==> src/rtl/mips_memory_stage.sv <==
`default_nettype none
// ============================================================================
// Module   : mips_memory_stage
// Purpose  : MIPS memory stage. Issues data-SRAM loads/stores, aligns and
//            extends load data, hands results to writeback.
//            Optional bypass outputs enabled by defining MEM_FORWARD_EN.
// Revision : 1.0 - initial release
// ============================================================================
module mips_memory_stage #(
    parameter int OP_W         = 32,
    parameter int MEMREAD_BIT  = 16,
    parameter int MEMWRITE_BIT = 17,
    parameter int SIZE_LSB     = 18
) (
    input  logic            clk,
    input  logic            rst,
    input  logic [OP_W-1:0] exe_out_op,
    input  logic [4:0]      exe_rf_waddr,
    input  logic [31:0]     exe_value,
    input  logic [31:0]     exe_store_data,
    input  logic [31:0]     exe_pc,
    input  logic [31:0]     exe_instruction,
    input  logic [31:0]     exe_hi_value,
    input  logic [31:0]     exe_lo_value,
    input  logic            exe_valid_ready_go,
    output logic            mem_allowin,
    output logic            data_req,
    output logic            data_wr,
    output logic [1:0]      data_size,
    output logic [31:0]     data_addr,
    output logic [31:0]     data_wdata,
    input  logic            data_addr_ok,
    input  logic            data_data_ok,
    input  logic [31:0]     data_rdata,
    output logic [OP_W-1:0] mem_out_op,
    output logic [4:0]      mem_rf_waddr,
    output logic [31:0]     mem_value,
    output logic [31:0]     mem_pc,
    output logic [31:0]     mem_instruction,
    output logic [31:0]     mem_hi_value,
    output logic [31:0]     mem_lo_value,
    output logic            mem_valid,
    output logic            mem_valid_ready_go,
`ifdef MEM_FORWARD_EN
    output logic            mem_fwd_valid,
    output logic [4:0]      mem_fwd_waddr,
    output logic [31:0]     mem_fwd_wdata,
    output logic            mem_fwd_pending,
`endif
    input  logic            wb_allowin
);

    localparam int c_regwrite_bit = 15;

    typedef enum logic [1:0] {
        S_IDLE = 2'd0,
        S_REQ  = 2'd1,
        S_WAIT = 2'd2,
        S_DONE = 2'd3
    } state_t;

    state_t          r_state;
    state_t          w_state_nxt;
    logic            r_valid;
    logic [OP_W-1:0] r_op;
    logic [4:0]      r_waddr;
    logic [31:0]     r_value;
    logic [31:0]     r_store_data;
    logic [31:0]     r_pc;
    logic [31:0]     r_instr;
    logic [31:0]     r_hi;
    logic [31:0]     r_lo;
    logic [31:0]     r_rdata;

    logic            w_latch;
    logic            w_exe_is_mem;
    logic            w_is_mem;
    logic            w_ready_go;
    logic [2:0]      w_acc;
    logic [7:0]      w_byte;
    logic [15:0]     w_half;
    logic [31:0]     w_load;

    assign w_exe_is_mem = exe_out_op[MEMREAD_BIT] | exe_out_op[MEMWRITE_BIT];
    assign w_is_mem     = r_op[MEMREAD_BIT] | r_op[MEMWRITE_BIT];
    assign w_ready_go   = w_is_mem ? (r_state == S_DONE) : 1'b1;
    assign mem_allowin  = !r_valid | (w_ready_go & wb_allowin);
    assign w_latch      = exe_valid_ready_go & mem_allowin;
    assign w_acc        = r_op[SIZE_LSB +: 3];

    always_comb begin
        w_state_nxt = r_state;
        case (r_state)
            S_IDLE:  if (w_latch && w_exe_is_mem) w_state_nxt = S_REQ;
            S_REQ:   if (data_addr_ok) w_state_nxt = S_WAIT;
            S_WAIT:  if (data_data_ok) w_state_nxt = S_DONE;
            S_DONE:  if (wb_allowin)
                         w_state_nxt = (w_latch && w_exe_is_mem) ? S_REQ : S_IDLE;
            default: w_state_nxt = S_IDLE;
        endcase
    end

    always_ff @(posedge clk) begin
        if (rst) begin
            r_state <= S_IDLE;
        end else begin
            r_state <= w_state_nxt;
        end
    end

    always_ff @(posedge clk) begin
        if (rst) begin
            r_valid      <= 1'b0;
            r_op         <= '0;
            r_waddr      <= '0;
            r_value      <= '0;
            r_store_data <= '0;
            r_pc         <= '0;
            r_instr      <= '0;
            r_hi         <= '0;
            r_lo         <= '0;
        end else if (w_latch) begin
            r_valid      <= 1'b1;
            r_op         <= exe_out_op;
            r_waddr      <= exe_rf_waddr;
            r_value      <= exe_value;
            r_store_data <= exe_store_data;
            r_pc         <= exe_pc;
            r_instr      <= exe_instruction;
            r_hi         <= exe_hi_value;
            r_lo         <= exe_lo_value;
        end else if (mem_allowin) begin
            r_valid      <= 1'b0;
        end
    end

    // Only a response arriving while waiting is captured; stray data_ok is dropped.
    always_ff @(posedge clk) begin
        if (rst) begin
            r_rdata <= '0;
        end else if (r_state == S_WAIT && data_data_ok) begin
            r_rdata <= data_rdata;
        end
    end

    always_comb begin
        data_size  = 2'd2;
        data_wdata = r_store_data;
        case (w_acc)
            3'b001, 3'b010: begin
                data_size  = 2'd0;
                data_wdata = {4{r_store_data[7:0]}};
            end
            3'b011, 3'b100: begin
                data_size  = 2'd1;
                data_wdata = {2{r_store_data[15:0]}};
            end
            default: ;
        endcase
    end

    always_comb begin
        case (r_value[1:0])
            2'd0:    w_byte = r_rdata[7:0];
            2'd1:    w_byte = r_rdata[15:8];
            2'd2:    w_byte = r_rdata[23:16];
            default: w_byte = r_rdata[31:24];
        endcase
        w_half = r_value[1] ? r_rdata[31:16] : r_rdata[15:0];
        case (w_acc)
            3'b001:  w_load = {{24{w_byte[7]}}, w_byte};
            3'b010:  w_load = {24'd0, w_byte};
            3'b011:  w_load = {{16{w_half[15]}}, w_half};
            3'b100:  w_load = {16'd0, w_half};
            default: w_load = r_rdata;
        endcase
    end

    assign data_req           = (r_state == S_REQ);
    assign data_wr            = r_op[MEMWRITE_BIT];
    assign data_addr          = r_value;
    assign mem_value          = r_op[MEMREAD_BIT] ? w_load : r_value;
    assign mem_out_op         = r_op;
    assign mem_rf_waddr       = r_waddr;
    assign mem_pc             = r_pc;
    assign mem_instruction    = r_instr;
    assign mem_hi_value       = r_hi;
    assign mem_lo_value       = r_lo;
    assign mem_valid          = r_valid;
    assign mem_valid_ready_go = r_valid & w_ready_go;

`ifdef MEM_FORWARD_EN
    assign mem_fwd_valid   = r_valid & r_op[c_regwrite_bit];
    assign mem_fwd_waddr   = r_waddr;
    assign mem_fwd_wdata   = mem_value;
    assign mem_fwd_pending = r_valid & r_op[MEMREAD_BIT] & (r_state != S_DONE);
`endif

endmodule
`default_nettype wire

==> config.mk <==
export PLATFORM = sky130hd
export DESIGN_NAME = mips_memory_stage
export DESIGN_NICKNAME = d
export VERILOG_FILES = /design/src/rtl/mips_memory_stage.sv
export SDC_FILE = /design/constraint.sdc
export NUM_CORES = 1
export LEC_CHECK = 0
export BUFFER_PORTS_ARGS = -buffer_cell sky130_fd_sc_hd__buf_2
export CORE_AREA = 2 2 205 207
export CTS_BUF_LIST = sky130_fd_sc_hd__clkbuf_2
export CTS_CLUSTER_DIAMETER = 80
export DETAILED_ROUTE_END_ITERATION = 16
export DIE_AREA = 0 0 207 209
export PLACE_DENSITY = 0.6
export SLEW_MARGIN = 20
export SYNTH_ARGS = -nofsm -noshare
export SYNTH_HDL_FRONTEND = slang
export SYNTH_SLANG_ARGS = --single-unit
==> constraint.sdc <==
create_clock -name clk -period 2.3 [get_ports clk]
set_clock_uncertainty 0.1 [all_clocks]
set_input_delay 0.115 -clock clk [delete_from_list [all_inputs] [get_ports clk]]
set_output_delay 0.115 -clock clk [all_outputs]
set_load 0.01 [all_outputs]
==> impl_metrics.tcl, run 1 <==
set metrics [dict create \
    status "stopped before the end" \
    failed_stage "clock tree synthesis (4_1_cts)" \
    first-error "[ERROR RSZ-0060] Max buffer count reached." \
    ys_seq_area_share_pct 50.0 \
    synthSimpleGateAreaFrac_pct 23.0 \
    dieHeight_um 209 \
    ctsHoldBuffers 504 \
    post-dp-hpwl_um 29600 \
    post_cts_buffers 18 \
    syn_area_per_cell_um2 7.71 \
    yosys.cell_types.count 41 \
    synth_compound_area_share_pct 16.3 \
    synthAdderAreaFrac_pct 0.592 \
    fp-row-count 75 \
    yosysWarnings 0 \
    netlist_area_mm2 0.0106 \
    boundaryPins 535 \
    io_buffers 534 \
    synth-xor-area-share_pct 0.0829 \
    postSynthCellCount 1370 \
    ys_ff_latch 264 \
    synth_edf_count 0 \
    clockBufferDepth 3 \
    htree_levels 3 \
    clkSinkCount 264 \
    synth.area.mux_share_pct 3.86 \
    synth_top_family_by_area "simple AND/OR/NAND/NOR gates" \
    numCtsBuffers 77 \
    dieWidth_um 207 \
    cts_resized 135 \
    ys.flop_type "dfxtp_1" \
    async_flop_share_pct 0 \
    synth_fp_nets 1642 \
    clockRootBuffer "clkbuf_2" \
    initial_core_util_pct 25.6 \
    place.gp.congestion 0.877 \
]
==> logic make-up after synthesis <==
| family | after synthesis |
|---|---|
| buffers and inverters | 121 |
| flip-flops | 264 |
| AO/OA/AOI/OAI | 322 |
| adder cells (fa/ha/maj) | 5 |
| multiplexers | 26 |
| XOR/XNOR | 1 |
| AND/OR/NAND/NOR | 631 |
==> synthesized netlist by cell type, types with 2 or more instances <==
cell type	count	area, um^2
nand2_1	579	2170
a21oi_1	285	1430
dfxtp_1	264	5290
buf_2	52	260
clkbuf_1	42	158
nor2_1	36	135
a22oi_1	17	128
mux2_2	16	180
buf_4	11	82.6
a41oi_1	7	61.3
mux4_1	7	184
buf_6	6	67.6
inv_1	6	22.5
ha_1	5	62.6
nand2b_1	3	18.8
nor2_4	3	33.8
o21ai_0	3	15.0
and2_1	2	12.5
dlygate4sd1_1	2	17.5
nand3b_1	2	15.0
nor3b_1	2	15.0
==> through the flow <==
stage	instance area (um^2)	cells	setup WS [ps]	hold WS, ps
floorplan	10600	1370	502	132
global placement	13800	2364	254	255
detailed placement	13800	2364	207	260
==> run 2, diff against run 1 <==
==> config.mk (replaced) <==
export PLATFORM = sky130hd
export DESIGN_NAME = mips_memory_stage
export DESIGN_NICKNAME = d
export VERILOG_FILES = /design/src/rtl/mips_memory_stage.sv
export SDC_FILE = /design/constraint.sdc
export NUM_CORES = 1
export LEC_CHECK = 0
export BUFFER_PORTS_ARGS = -buffer_cell sky130_fd_sc_hd__buf_2
export CORE_AREA = 2 2 209 211
export DETAILED_ROUTE_END_ITERATION = 16
export DIE_AREA = 0 0 211 213
export PLACE_DENSITY_LB_ADDON = 0.15
export SLEW_MARGIN = 20
export SYNTH_ARGS = -nofsm -noshare
export SYNTH_HDL_FRONTEND = slang
export SYNTH_SLANG_ARGS = --single-unit
==> run 2 against run 1 <==
Against the previous run:
- the flow now finishes, with violations (setup timing)
- synthesized cell count did not move
- area after synthesis did not move
==> impl_metrics.tcl, run 2 <==
set metrics [dict create \
    overflow 0 \
    initial_core_util_pct 24.8 \
    max_freq_ghz 0.422 \
    cp_top_family "multiplexers" \
    slew_headroom_pct 63.2 \
    layout_min_cycle_time_ps 2370 \
    via_count 12200 \
    status "finished, violations left" \
    rsz0062_at_grt "true" \
    cp_slowest_cell "mux4_2" \
    clk_pin_slew_ps 60 \
    drt_iter0_markers 631 \
    clockBufferDepth 3 \
    p_comb_share_pct 21.5 \
    clockRootBuffer "clkbuf_16" \
    via_per_inst 4.50 \
    grtUsageMet2_pct 33.6 \
    htree_levels 1 \
    cp-start-kind "flop" \
    clkSinkCount 264 \
    dieWidth_um 211 \
    first_global_vias 12000 \
    cp.arrival_ps 2150 \
    numCtsBuffers 31 \
    seqPwrFrac_pct 39.8 \
    crit_buf_inv 2 \
    place.gp.congestion 0.775 \
    p_sw_share_pct 28.9 \
    ys_ff_latch 264 \
    io_buffers 534 \
    max-cap-violations 0 \
    hold_violations 0 \
    crit_chain "mux4_2 > nand2_2 > and3_4 > buf_12 > a21oi_2 > buf_2" \
    leakage_nw 8.13 \
    die_area_mm2 0.0449 \
    synth_fp_nets 1642 \
    p_switching_mw 3.74 \
    cp_slowest_stage_delay_ps 520 \
    synth.area.top_cells "dfxtp_1 (50%), nand2_1 (21%), a21oi_1 (13%)" \
    boundaryPins 535 \
    mostFrequentLayoutCell "nand2_1" \
    required_ps 2090 \
    endpoint_kind "output pin" \
    power_frac_clock_pct 38.7 \
    syn_to_final_growth_pct 71.5 \
    async_flop_share_pct 0 \
    dpl_cell_area_mm2 0.0138 \
    routedWlPerCell_um 16.7 \
    hp-class "input pin to flop" \
    synth_edf_count 0 \
    peakVddDrop_mv 0.619 \
    totalWireLength_um 45400 \
    synthTopCellsByCount "nand2_1 (579), a21oi_1 (285), dfxtp_1 (264), buf_2 (52), clkbuf_1 (42)" \
    finalNetCount 2412 \
    firstDrtPassIters 5 \
    yosysMostFrequentCell "nand2_1" \
    setup_slack_ps -68.0 \
    postSynthCellCount 1370 \
    power.density_mw_per_mm2 714 \
    yosys.cell_types.count 41 \
    finalCritPeriodShare_pct 103 \
    clock_latency_ps 580 \
    p_int_mw 9.19 \
    drive_above_1_share_pct 33.2 \
    fp-row-count 76 \
    tns_ps -1000 \
    core_mm2 0.0427 \
    cts_tree "yes" \
    drtAntennaViolNets 0 \
    post-dp-hpwl_um 31500 \
    worstMarginPinSlew_ps 552 \
    worstSetupPathType "flop to output pin" \
    crit_fanout 8 \
    grt_max_degree 92 \
    grt_pass1_wl_um 68000 \
    ys_seq_area_share_pct 50.0 \
    ys.flop_type "dfxtp_1" \
    yosysWarnings 0 \
    finish.utilization_pct 42.4 \
    netlist_area_mm2 0.0106 \
    setup_violations 28 \
    track_usage_pct 19.1 \
    drc_errors 0 \
    layout_common_cells "nand2_1 (567), buf_2 (517), a21oi_1 (266)" \
    yosys.area.top_type "dfxtp_1" \
    dieHeight_um 213 \
    use_met3_pct 4.88 \
    grt-busiest-layer "met2" \
    yosysTopAreaCellShare_pct 50.0 \
    antenna_found_initial 4 \
    power_mw 12.9 \
    postLayoutCellArea_mm2 0.0181 \
    hold_ws_ps 41.9 \
    violations "setup timing" \
    drv_slew 0 \
    grt_use_met1_pct 23.0 \
    syn_area_per_cell_um2 7.71 \
]
## run 2: repair_timing
action                     4_1_cts  5_1_grt
gates resized for setup         76       47
setup buffers                    8        3
hold endpoints to repair       264        0
setup endpoints to repair       56       51
pin swaps                        7        7
gates cloned                     3        0
hold buffers                   265        0
## run 2: worst min-delay path: cells and delay by family
kind	cells	cell delay [ps]
AOI/OAI and AO/OA	4	420
buffers and inverters	1	130
## run 2: cells by family (layout without fill, tap and decap cells)
group | count (synthesis) | after routing | share of synthesized area (%)
AND/OR/NAND/NOR | 631 | 631 | 23.0
AO/OA/AOI/OAI | 322 | 322 | 16.3
flip-flops | 264 | 264 | 50.0
buffers and inverters | 121 | 915 | 6.07
multiplexers | 26 | 26 | 3.86
adder cells (fa/ha/maj) | 5 | 5 | 0.592
XOR/XNOR | 1 | 1 | 0.0829
other | 0 | 3 | 0
## run 2: final cells by class
type | count | area [um^2]
Antenna cell | 3 | 7.51
Clock buffer | 45 | 868
Clock inverter | 12 | 153
Fill cell | 4388 | 24600
Inverter | 6 | 22.5
Multi-Input combinational cell | 985 | 4950
Sequential cell | 264 | 5300
Tap cell | 546 | 683
Timing Repair Buffer | 852 | 6140
## run 2: power groups by stage
stage          sequential, mW  combinational, mW  clock, mW
2_1_floorplan            5.28               1.12          0
3_3_place_gp             5.22               2.20          0
3_5_place_dp             5.24               2.21          0
4_1_cts                  5.15               2.74       5.18
5_1_grt                  5.19               3.04       5.36
6_report                 5.15               2.78       5.00
## run 2: per-stage QoR
stage          worst slack, ps  cells
2_1_floorplan              502   1370
3_3_place_gp               365   2374
3_5_place_dp               300   2374
4_1_cts                   -105   2707
5_1_grt                   -159   2712
6_report                 -68.0   2713
## run 2: final timing paths
check,start,slack (ps),cells past startpoint,endpoint
hold reg to reg,mem_pc[29],350,2,mem_pc[29]
setup reg to reg,r_state[0],300,7,mem_hi_value[11]
setup / recovery,data_addr[0],-70,6,mem_value[31]
hold / removal,data_data_ok,40,5,r_state[0]
## run 2: layer usage
layer / share of wire, % / routed length [um]
met4: 2.1 / 946
met2: 50 / 22700
met5: 0.029 / 13
met1: 41 / 18800
met3: 6.6 / 3010
No activity file was read; power rests on OpenSTA's default activity.
==> run 3, diff against run 2 <==
--- a/config.mk
+++ b/config.mk
@@ -10,6 +10,7 @@
 export DETAILED_ROUTE_END_ITERATION = 16
 export DIE_AREA = 0 0 211 213
 export PLACE_DENSITY_LB_ADDON = 0.15
+export REMOVE_ABC_BUFFERS = 1
 export SLEW_MARGIN = 20
 export SYNTH_ARGS = -nofsm -noshare
 export SYNTH_HDL_FRONTEND = slang
==> run 3 against run 2 <==
Against the previous run:
- design area is 1.8% lower
- the flow now finishes without violations
- critical endpoint is now mem_value[1]
- flip-flop and latch count stayed put
- via count is 0.99% lower
- register-to-register slack worse by 60 ps
- clock-buffer cell count is 5 higher
- largest cell class unchanged
- sequential share of layout area is 0.54 points higher
==> impl_metrics.tcl, run 3 (synthesized netlist as in run 2, its figures left out) <==
set metrics [dict create \
    status "complete, no violations" \
    drv_slew 0 \
    cp-start-kind "flop" \
    fp-row-count 76 \
    layout_min_cycle_time_ps 2280 \
    crit_fanout 8 \
    mostFrequentLayoutCell "nand2_1" \
    clockBufferDepth 3 \
    seqPwrFrac_pct 40.2 \
    hold_ws_ps 65.8 \
    track_usage_pct 18.8 \
    slew_headroom_pct 57.3 \
    drc_errors 0 \
    max-cap-violations 0 \
    overflow 0 \
    numCtsBuffers 34 \
    cp.arrival_ps 2060 \
    dp_cells 2380 \
    place.gp.congestion 0.786 \
    drt-met1-wl_um 18800 \
    endpoint_kind "output pin" \
    via_count 12100 \
    totalWireLength_um 44400 \
    drtAntennaViolNets 0 \
    clkSinkCount 264 \
    boundaryPins 535 \
    p_switching_mw 3.65 \
    max_freq_ghz 0.439 \
    grt_pass1_wl_um 67100 \
    setup_violations 0 \
    initial_core_util_pct 24.8 \
    drt_iter0_markers 612 \
    fin_cells 2704 \
    worstSetupPathType "flop to output pin" \
    clockRootBuffer "clkbuf_16" \
    leakage_nw 8.05 \
    htree_levels 2 \
    syn_to_final_growth_pct 68.4 \
    rsz0062_at_grt "true" \
    hold_violations 0 \
    power_frac_clock_pct 39.0 \
    required_ps 2090 \
    first_global_vias 12100 \
    p_comb_share_pct 20.8 \
    p_sw_share_pct 28.6 \
    clock_latency_ps 530 \
    finalCritPeriodShare_pct 99.1 \
    top_layer "met4" \
    layout_common_cells "nand2_1 (576), buf_2 (528), a21oi_1 (282)" \
    core_mm2 0.0427 \
    drive_above_1_share_pct 31.4 \
    die_area_mm2 0.0449 \
    power.density_mw_per_mm2 718 \
    n_antenna_cell 0 \
    via_per_inst 4.47 \
    wl_met3_um 2930 \
    io_buffers 534 \
    antenna_found_initial 0 \
    dieHeight_um 213 \
    post-dp-hpwl_um 30800 \
    hp-class "input pin to flop" \
    wl_met2_um 21600 \
    dieWidth_um 211 \
    routedWlPerCell_um 16.4 \
    firstDrtPassIters 5 \
    finalNetCount 2413 \
    worstMarginPinSlew_ps 641 \
    tns_ps 0 \
    clk_pin_slew_ps 60 \
    cts_tree "yes" \
    p_int_mw 9.12 \
    grt_max_degree 73 \
    peakVddDrop_mv 0.518 \
]
## run 3: cell types whose count changed in the layout (fill, tap and decap cells not counted), moves of 4 or more
cell | before | now
a21oi_2 | 18 | 4
a21oi_1 | 266 | 282
clkinv_2 | 7 | 0
clkbuf_16 | 31 | 35
buf_2 | 517 | 528
a22oi_1 | 4 | 11
buf_6 | 18 | 8
a22oi_2 | 13 | 6
nand2_1 | 567 | 576
nand2_2 | 12 | 3
## run 3: worst paths after layout
kind	start	to	slack, ps	cells past startpoint
hold / removal	rst	mem_valid	70	2
setup reg to reg	r_state[1]	mem_hi_value[7]	240	7
setup / recovery	mem_out_op[19]	mem_value[1]	20	7
hold reg to reg	mem_hi_value[3]	mem_hi_value[3]	350	2
## run 3: through the flow
stage               total power [mW]  area [um^2]  setup slack, ps  utilization (%)
floorplan                       6.26         9950            -4730                -
global placement                7.43        13900              312             32.5
detailed placement              7.46        13900              256             32.5
CTS                             12.9        17700            -25.2             41.4
global route                    13.4        17800            -83.7             41.7
finish                          12.8        17800             21.0             41.7
## run 3: final cells by class
type	instances	area [um^2]
clock buffers	50	952
clock inverters	3	46.3
fillers	4431	24900
inverters	6	22.5
multi-input cells	985	4790
flip-flops and latches	264	5300
well taps	546	683
repair buffers	850	6000
## run 3: power groups by stage
stage	clock (mW)	sequential (mW)	combinational, mW
floorplan	0	5.30	0.964
global placement	0	5.21	2.22
detailed placement	0	5.22	2.24
CTS	5.16	5.13	2.66
global route	5.33	5.17	2.92
finish	4.98	5.13	2.66
## run 3: timing repair
action | CTS | global route
setup endpoints to repair | 50 | 39
pin swaps | 6 | 4
buffers inserted | 3 | 3
endpoints found under the hold margin | 263 | 0
hold buffers | 264 | 0
gates cloned | 1 | 0
gates resized for setup | 37 | 19
## run 3: routing by layer
layer	global-route usage, %	vias up
met2	32.3	389
li1	-	6007
met4	6.87	0
met5	0	-
met1	22.8	5626
met3	4.68	64
## run 3: critical path, stage by stage, from the launching register on
cell and delay, ps:
dfxtp_4 370, nand2b_4 160, o21ai_4 200, and2_4 210
buf_8 150, nand2_1 80, a41oi_2 210, buf_2 160
